<file path="src/rtl/hazard_pkg.sv">
// Shared types and constants for the pipeline hazard controller.
package hazard_pkg;

  typedef enum logic [1:0] {
    RUN      = 2'd0,
    LU_STALL = 2'd1,
    MEM_WAIT = 2'd2
  } hz_state_e;

  localparam logic [4:0] REG_ZERO    = 5'd0;
  localparam logic       CTRL_PASS   = 1'b1;
  localparam logic       CTRL_BUBBLE = 1'b0;

  // r0 is hardwired to zero, so a load targeting it can never create a dependency.
  function automatic logic load_use_hit(input logic       mem_read,
                                        input logic [4:0] ex_rt,
                                        input logic [4:0] id_rs,
                                        input logic [4:0] id_rt);
    return mem_read && (ex_rt != REG_ZERO) && ((ex_rt == id_rs) || (ex_rt == id_rt));
  endfunction

endpackage

</file>
<file path="src/rtl/hazard_ctrl_unit_sat_counter.sv">
// Saturating up-counter with synchronous clear; holds at all-ones.
module sat_counter #(
  parameter int W = 16
) (
  input  logic         clk,
  input  logic         rst_n,
  input  logic         inc,
  input  logic         clear,
  output logic [W-1:0] count
);

  always_ff @(posedge clk or negedge rst_n) begin
    if (!rst_n) begin
      count <= '0;
    end else if (clear) begin
      count <= '0;
    end else if (inc && (count != '1)) begin
      count <= count + 1'b1;
    end
  end

endmodule

</file>
<file path="src/rtl/hazard_ctrl_unit.sv">
// Hazard controller beside the ID stage: memory-wait freeze, branch flush and
// load-use stall arbitration with zero-latency (Mealy) enables.
//
//   state    | meaning
//   RUN      | normal flow, load-use detection active
//   LU_STALL | inserting remaining load-use bubbles (lu_cnt left)
//   MEM_WAIT | data memory not ready; pipeline frozen, prior state saved
module hazard_ctrl_unit
  import hazard_pkg::*;
#(
  parameter int LOAD_USE_CYCLES = 1,
  parameter int MEM_TIMEOUT     = 64,
  parameter int STALL_CNT_W     = 16
) (
  input  logic                   clk_i,
  input  logic                   rst_i,
  input  logic                   IDEX_MemRead_i,
  input  logic [4:0]             IDEX_Rt_i,
  input  logic [4:0]             IFID_Rs_i,
  input  logic [4:0]             IFID_Rt_i,
  input  logic                   branch_taken_i,
  input  logic                   mem_access_i,
  input  logic                   dmem_ready_i,
  output logic                   ctrl_sel_o,
  output logic                   pc_write_o,
  output logic                   ifid_write_o,
  output logic                   ifid_flush_o,
  output logic                   exmem_flush_o,
  output logic                   pipe_hold_o,
  output logic [STALL_CNT_W-1:0] stall_cnt_o,
  output logic                   mem_timeout_o
);

  localparam int WAIT_W = $clog2(MEM_TIMEOUT + 1);

  hz_state_e         state;
  hz_state_e         state_next;
  hz_state_e         saved_state;
  hz_state_e         eff_state;
  logic [1:0]        lu_cnt;
  logic [1:0]        lu_cnt_next;
  logic [WAIT_W-1:0] wait_cnt;
  logic              freeze;
  logic              lu_hit;

  assign freeze    = mem_access_i & ~dmem_ready_i;
  assign lu_hit    = load_use_hit(IDEX_MemRead_i, IDEX_Rt_i, IFID_Rs_i, IFID_Rt_i);
  // While frozen, decisions resume from the state that was interrupted.
  assign eff_state = (state == MEM_WAIT) ? saved_state : state;

  always_comb begin
    ctrl_sel_o    = CTRL_PASS;
    pc_write_o    = 1'b1;
    ifid_write_o  = 1'b1;
    ifid_flush_o  = 1'b0;
    exmem_flush_o = 1'b0;
    pipe_hold_o   = 1'b0;
    state_next    = RUN;
    lu_cnt_next   = lu_cnt;

    if (freeze) begin
      pc_write_o   = 1'b0;
      ifid_write_o = 1'b0;
      pipe_hold_o  = 1'b1;
      state_next   = MEM_WAIT;
    end else if (branch_taken_i) begin
      ifid_flush_o  = 1'b1;
      exmem_flush_o = 1'b1;
      ctrl_sel_o    = CTRL_BUBBLE;
      lu_cnt_next   = 2'd0;
    end else if (eff_state == LU_STALL) begin
      ctrl_sel_o   = CTRL_BUBBLE;
      pc_write_o   = 1'b0;
      ifid_write_o = 1'b0;
      if (lu_cnt <= 2'd1) begin
        lu_cnt_next = 2'd0;
      end else begin
        lu_cnt_next = lu_cnt - 1'b1;
        state_next  = LU_STALL;
      end
    end else if (lu_hit) begin
      ctrl_sel_o   = CTRL_BUBBLE;
      pc_write_o   = 1'b0;
      ifid_write_o = 1'b0;
      if (LOAD_USE_CYCLES > 1) begin
        lu_cnt_next = 2'(LOAD_USE_CYCLES - 1);
        state_next  = LU_STALL;
      end else begin
        lu_cnt_next = 2'd0;
      end
    end else begin
      lu_cnt_next = 2'd0;
    end
  end

  always_ff @(posedge clk_i or negedge rst_i) begin
    if (!rst_i) begin
      state         <= RUN;
      saved_state   <= RUN;
      lu_cnt        <= 2'd0;
      wait_cnt      <= '0;
      mem_timeout_o <= 1'b0;
    end else begin
      state  <= state_next;
      lu_cnt <= lu_cnt_next;
      if (freeze) begin
        saved_state <= eff_state;
        if (wait_cnt != WAIT_W'(MEM_TIMEOUT)) begin
          wait_cnt <= wait_cnt + 1'b1;
        end
        // Flag on the edge where the count lands on MEM_TIMEOUT.
        if (wait_cnt >= WAIT_W'(MEM_TIMEOUT - 1)) begin
          mem_timeout_o <= 1'b1;
        end
      end else begin
        wait_cnt <= '0;
      end
    end
  end

  sat_counter #(
    .W(STALL_CNT_W)
  ) u_stall_cnt (
    .clk   (clk_i),
    .rst_n (rst_i),
    .inc   (~pc_write_o),
    .clear (1'b0),
    .count (stall_cnt_o)
  );

endmodule
</file>
<file path="config.mk">
export PLATFORM = sky130hd
export DESIGN_NAME = hazard_ctrl_unit
export DESIGN_NICKNAME = d
export VERILOG_FILES = /design/src/rtl/hazard_pkg.sv /design/src/rtl/hazard_ctrl_unit_sat_counter.sv /design/src/rtl/hazard_ctrl_unit.sv
export SDC_FILE = /design/constraint.sdc
export NUM_CORES = 1
export LEC_CHECK = 0
export CAP_MARGIN = 10
export CORE_UTILIZATION = 44
export CTS_BUF_LIST = sky130_fd_sc_hd__clkbuf_8
export DETAILED_ROUTE_END_ITERATION = 16
export PLACE_DENSITY = 0.8
export SLEW_MARGIN = 10
export SYNTH_ARGS = -nofsm -noshare
export SYNTH_HDL_FRONTEND = slang
export SYNTH_SLANG_ARGS = --single-unit
export TNS_END_PERCENT = 1
</file>
<file path="constraint.sdc">
create_clock -name clk_i -period 2.1 [get_ports clk_i]
set_clock_uncertainty 0.15 [all_clocks]
set_input_delay 0.42 -clock clk_i [delete_from_list [all_inputs] [get_ports clk_i]]
set_output_delay 0.42 -clock clk_i [all_outputs]
set_load 0.03 [all_outputs]
</file>
==> flow_metrics.tcl <==
set metrics [dict create \
    vdd_ir_drop_max_uv 545 \
    cts_num_sinks 30 \
    fin_ws_ps -235 \
    powerDensity_mw_per_mm2 857 \
    syn_inst 160 \
    num_rows 21 \
    path_clk_slew_ps 60 \
    gr-total-overflow 0 \
    wl_mm 3.83 \
    die_area_mm2 0.00383 \
    first_pass_iters 4 \
    start_util 0.465 \
    ys_ff_latch 30 \
    antenna_found_initial 0 \
    power.leakage_nw 1.03 \
    track_usage 0.221 \
    fmax_mhz 428 \
    worstMarginPinSlew_ps 372 \
    finalCritPeriodShare 1.11 \
    cts_buffers 5 \
    hold_path.class "flop to flop" \
    arrival_ps 1770 \
    post-route-cell-area_mm2 0.00233 \
    finalHoldViolCount 0 \
    setup-tns-final_ps -1120 \
    drt-initial-drc-count 57 \
    start_kind "primary input" \
    synth_edf_count 0 \
    grt_pass1_wl_mm 5.89 \
    avgRoutedWirePerCell_um 14.4 \
    clk_path_buf_depth 2 \
    maxSlewViolCount 0 \
    synthesis.area_mm2 0.00158 \
    synth.yosys.seq_area_share 0.476 \
    path_cells "buf_8 > or4_4 > o21ai_4 > nor2_2 > a211oi_4 > buf_6" \
    combPwrFrac 0.338 \
    ys_types 34 \
    intPower_w 0.00131 \
    crit_type "primary input to primary output" \
    clk_latency_ps 290 \
    htree_levels 2 \
    power.switching_w 0.000694 \
    coreArea_mm2 0.00339 \
    route.vias.total 1408 \
    postPlaceCellArea_mm2 0.00211 \
    mostFrequentLayoutCell "dfrtp_1" \
    area_growth_pct 47.9 \
    hpwlAfterDp_mm 2.74 \
    required_ps 1530 \
    report.power.total_w 0.00200 \
    setup_viol 18 \
    die_w_um 61.9 \
    cp_slowest_stage_delay_ps 530 \
    grt_start_max_net_pins 31 \
    vias_per_cell 5.27 \
    cpMaxStageDelayCell "or4_4" \
    ys.flop_type "dfrtp_1" \
    synth_fp_nets 184 \
    yosys_warnings 0 \
    min_period_ps 2340 \
    fin_nets 244 \
    gp_congestion 0.735 \
    antenna_cells 0 \
    async_flop_share 1.00 \
    violations "negative setup slack" \
    tritoncts "yes" \
    cp-end-kind "primary output" \
    cts_root_buffer "clkbuf_8" \
    drive_gt1_frac 0.222 \
    status "complete, but fails checks" \
    die_height_um 61.9 \
    io_buffers 43 \
    path_max_fanout 3 \
    rsz0062_at_grt "yes" \
    grt_pass1_vias 1360 \
    boundaryPins 44 \
    p_sw_frac 0.347 \
    final_cell_mix "dfrtp_1, clkdlybuf4s50_1, xor2_1, nand2_1, buf_4" \
    pwr-share-seq 0.391 \
    avgSynthCellArea_um2 9.86 \
    clockPowerShare 0.271 \
    relSlewSlack 0.752 \
    drc_errors 0 \
    drv_cap 0 \
    antenna_left 0 \
]
[kinds of logic (layout without fill, tap and decap cells)]
logic type               after synthesis  count (layout)  synth area share
AO/OA/AOI/OAI                         17              17            0.0674
multiplexers                           2               2            0.0167
XOR/XNOR                              29              29             0.161
buffers and inverters                  8              69            0.0285
adder cells (fa/ha/maj)                3               3            0.0238
AND/OR/NAND/NOR                       71              71             0.227
flip-flops                            30              30             0.476
[power by group through the flow]
stage	Clock, W	Sequential, W	Combinational, W
floorplan	0	0.000936	0.000196
finish	0.000543	0.000781	0.000676
detailed placement	0	0.000785	0.000649
CTS	0.000555	0.000779	0.000668
global placement	0	0.000777	0.000629
global route	0.000566	0.000799	0.000729
[Yosys cell counts (2+ instances only)]
cell      count  share of area
nor3_1        5          0.016
dfrtp_1      30           0.48
and2_1        2         0.0079
nand2_1      17          0.040
ha_1          3          0.024
nor4b_1       2          0.011
nor2_1       15          0.036
nand2b_1      3          0.012
and3_1        2         0.0079
nor4_1        3          0.012
or3_1         2         0.0079
nand3_1      12          0.038
nor3b_1       2         0.0095
a21oi_1       8          0.025
xnor2_1      11          0.061
buf_4         2         0.0095
xor2_1       18           0.10
o21ai_0       5          0.016
inv_1         3         0.0071
[sequential cells by signal, indices dropped and copies added, names as in the netlist]
register and cells:
saved_state 2, u_stall_cnt.count 16, mem_timeout_o 1, wait_cnt 7
state 2, lu_cnt 2
[final cells by class]
| type | count | area [µm²] |
|---|---|---|
| clock buffers | 8 | 110 |
| repair buffers | 57 | 542 |
| well taps | 46 | 57.6 |
| inverters | 4 | 15.0 |
| flip-flops and latches | 30 | 751 |
| multi-input cells | 122 | 858 |
| fillers | 254 | 1060 |
[routing by layer]
layer	track usage	share of wire
met1	0.235	0.39
met2	0.389	0.52
met3	0.0663	0.062
met4	0.127	0.027
met5	0	0
[through the flow]
step                      cells   util  hold WS (ps)  setup slack [ps]
final                       267  0.688           316              -235
after global routing        267  0.688           363              -271
after detailed placement    257  0.623           304              -714
after global placement      257  0.623           300              -662
after floorplan             160      -         -25.6              -280
after CTS                   267  0.672           322              -308
[critical path, delay by kind of cell]
family	cells	cell delay [ps]
simple gates	2	590
compound gates	2	470
buf+inv	2	270
[worst paths after layout]
| kind | start | end | slack [ps] | depth (start not counted) |
|---|---|---|---|---|
| worst max-delay path | IDEX_Rt_i[1] | ifid_write_o | -240 | 6 |
| worst min-delay path | mem_timeout_o$_DFFE_PN0P_ | mem_timeout_o$_DFFE_PN0P_ | 320 | 1 |
| worst max register to register | state[0]$_DFF_PN0_ | u_stall_cnt.count[5]$_DFFE_PN0P_ | 10 | 8 |
| worst min register to register | mem_timeout_o$_DFFE_PN0P_ | mem_timeout_o$_DFFE_PN0P_ | 320 | 1 |
| max in group asynchronous | rst_i | wait_cnt[0]$_DFFE_PN0P_ | 1160 | 2 |
| min in group asynchronous | rst_i | wait_cnt[6]$_DFFE_PN0P_ | 370 | 2 |
[timing repair]
| item | in CTS | in global routing |
|---|---|---|
| setup endpoints to repair | 20 | 21 |
| hold endpoints to repair | 0 | 0 |
| gates resized for setup | 32 | 13 |
| setup buffers | 2 | 0 |
| pin swaps | 6 | 11 |
| hold buffers | 0 | 0 |
(Power assumes the default switching activity.)
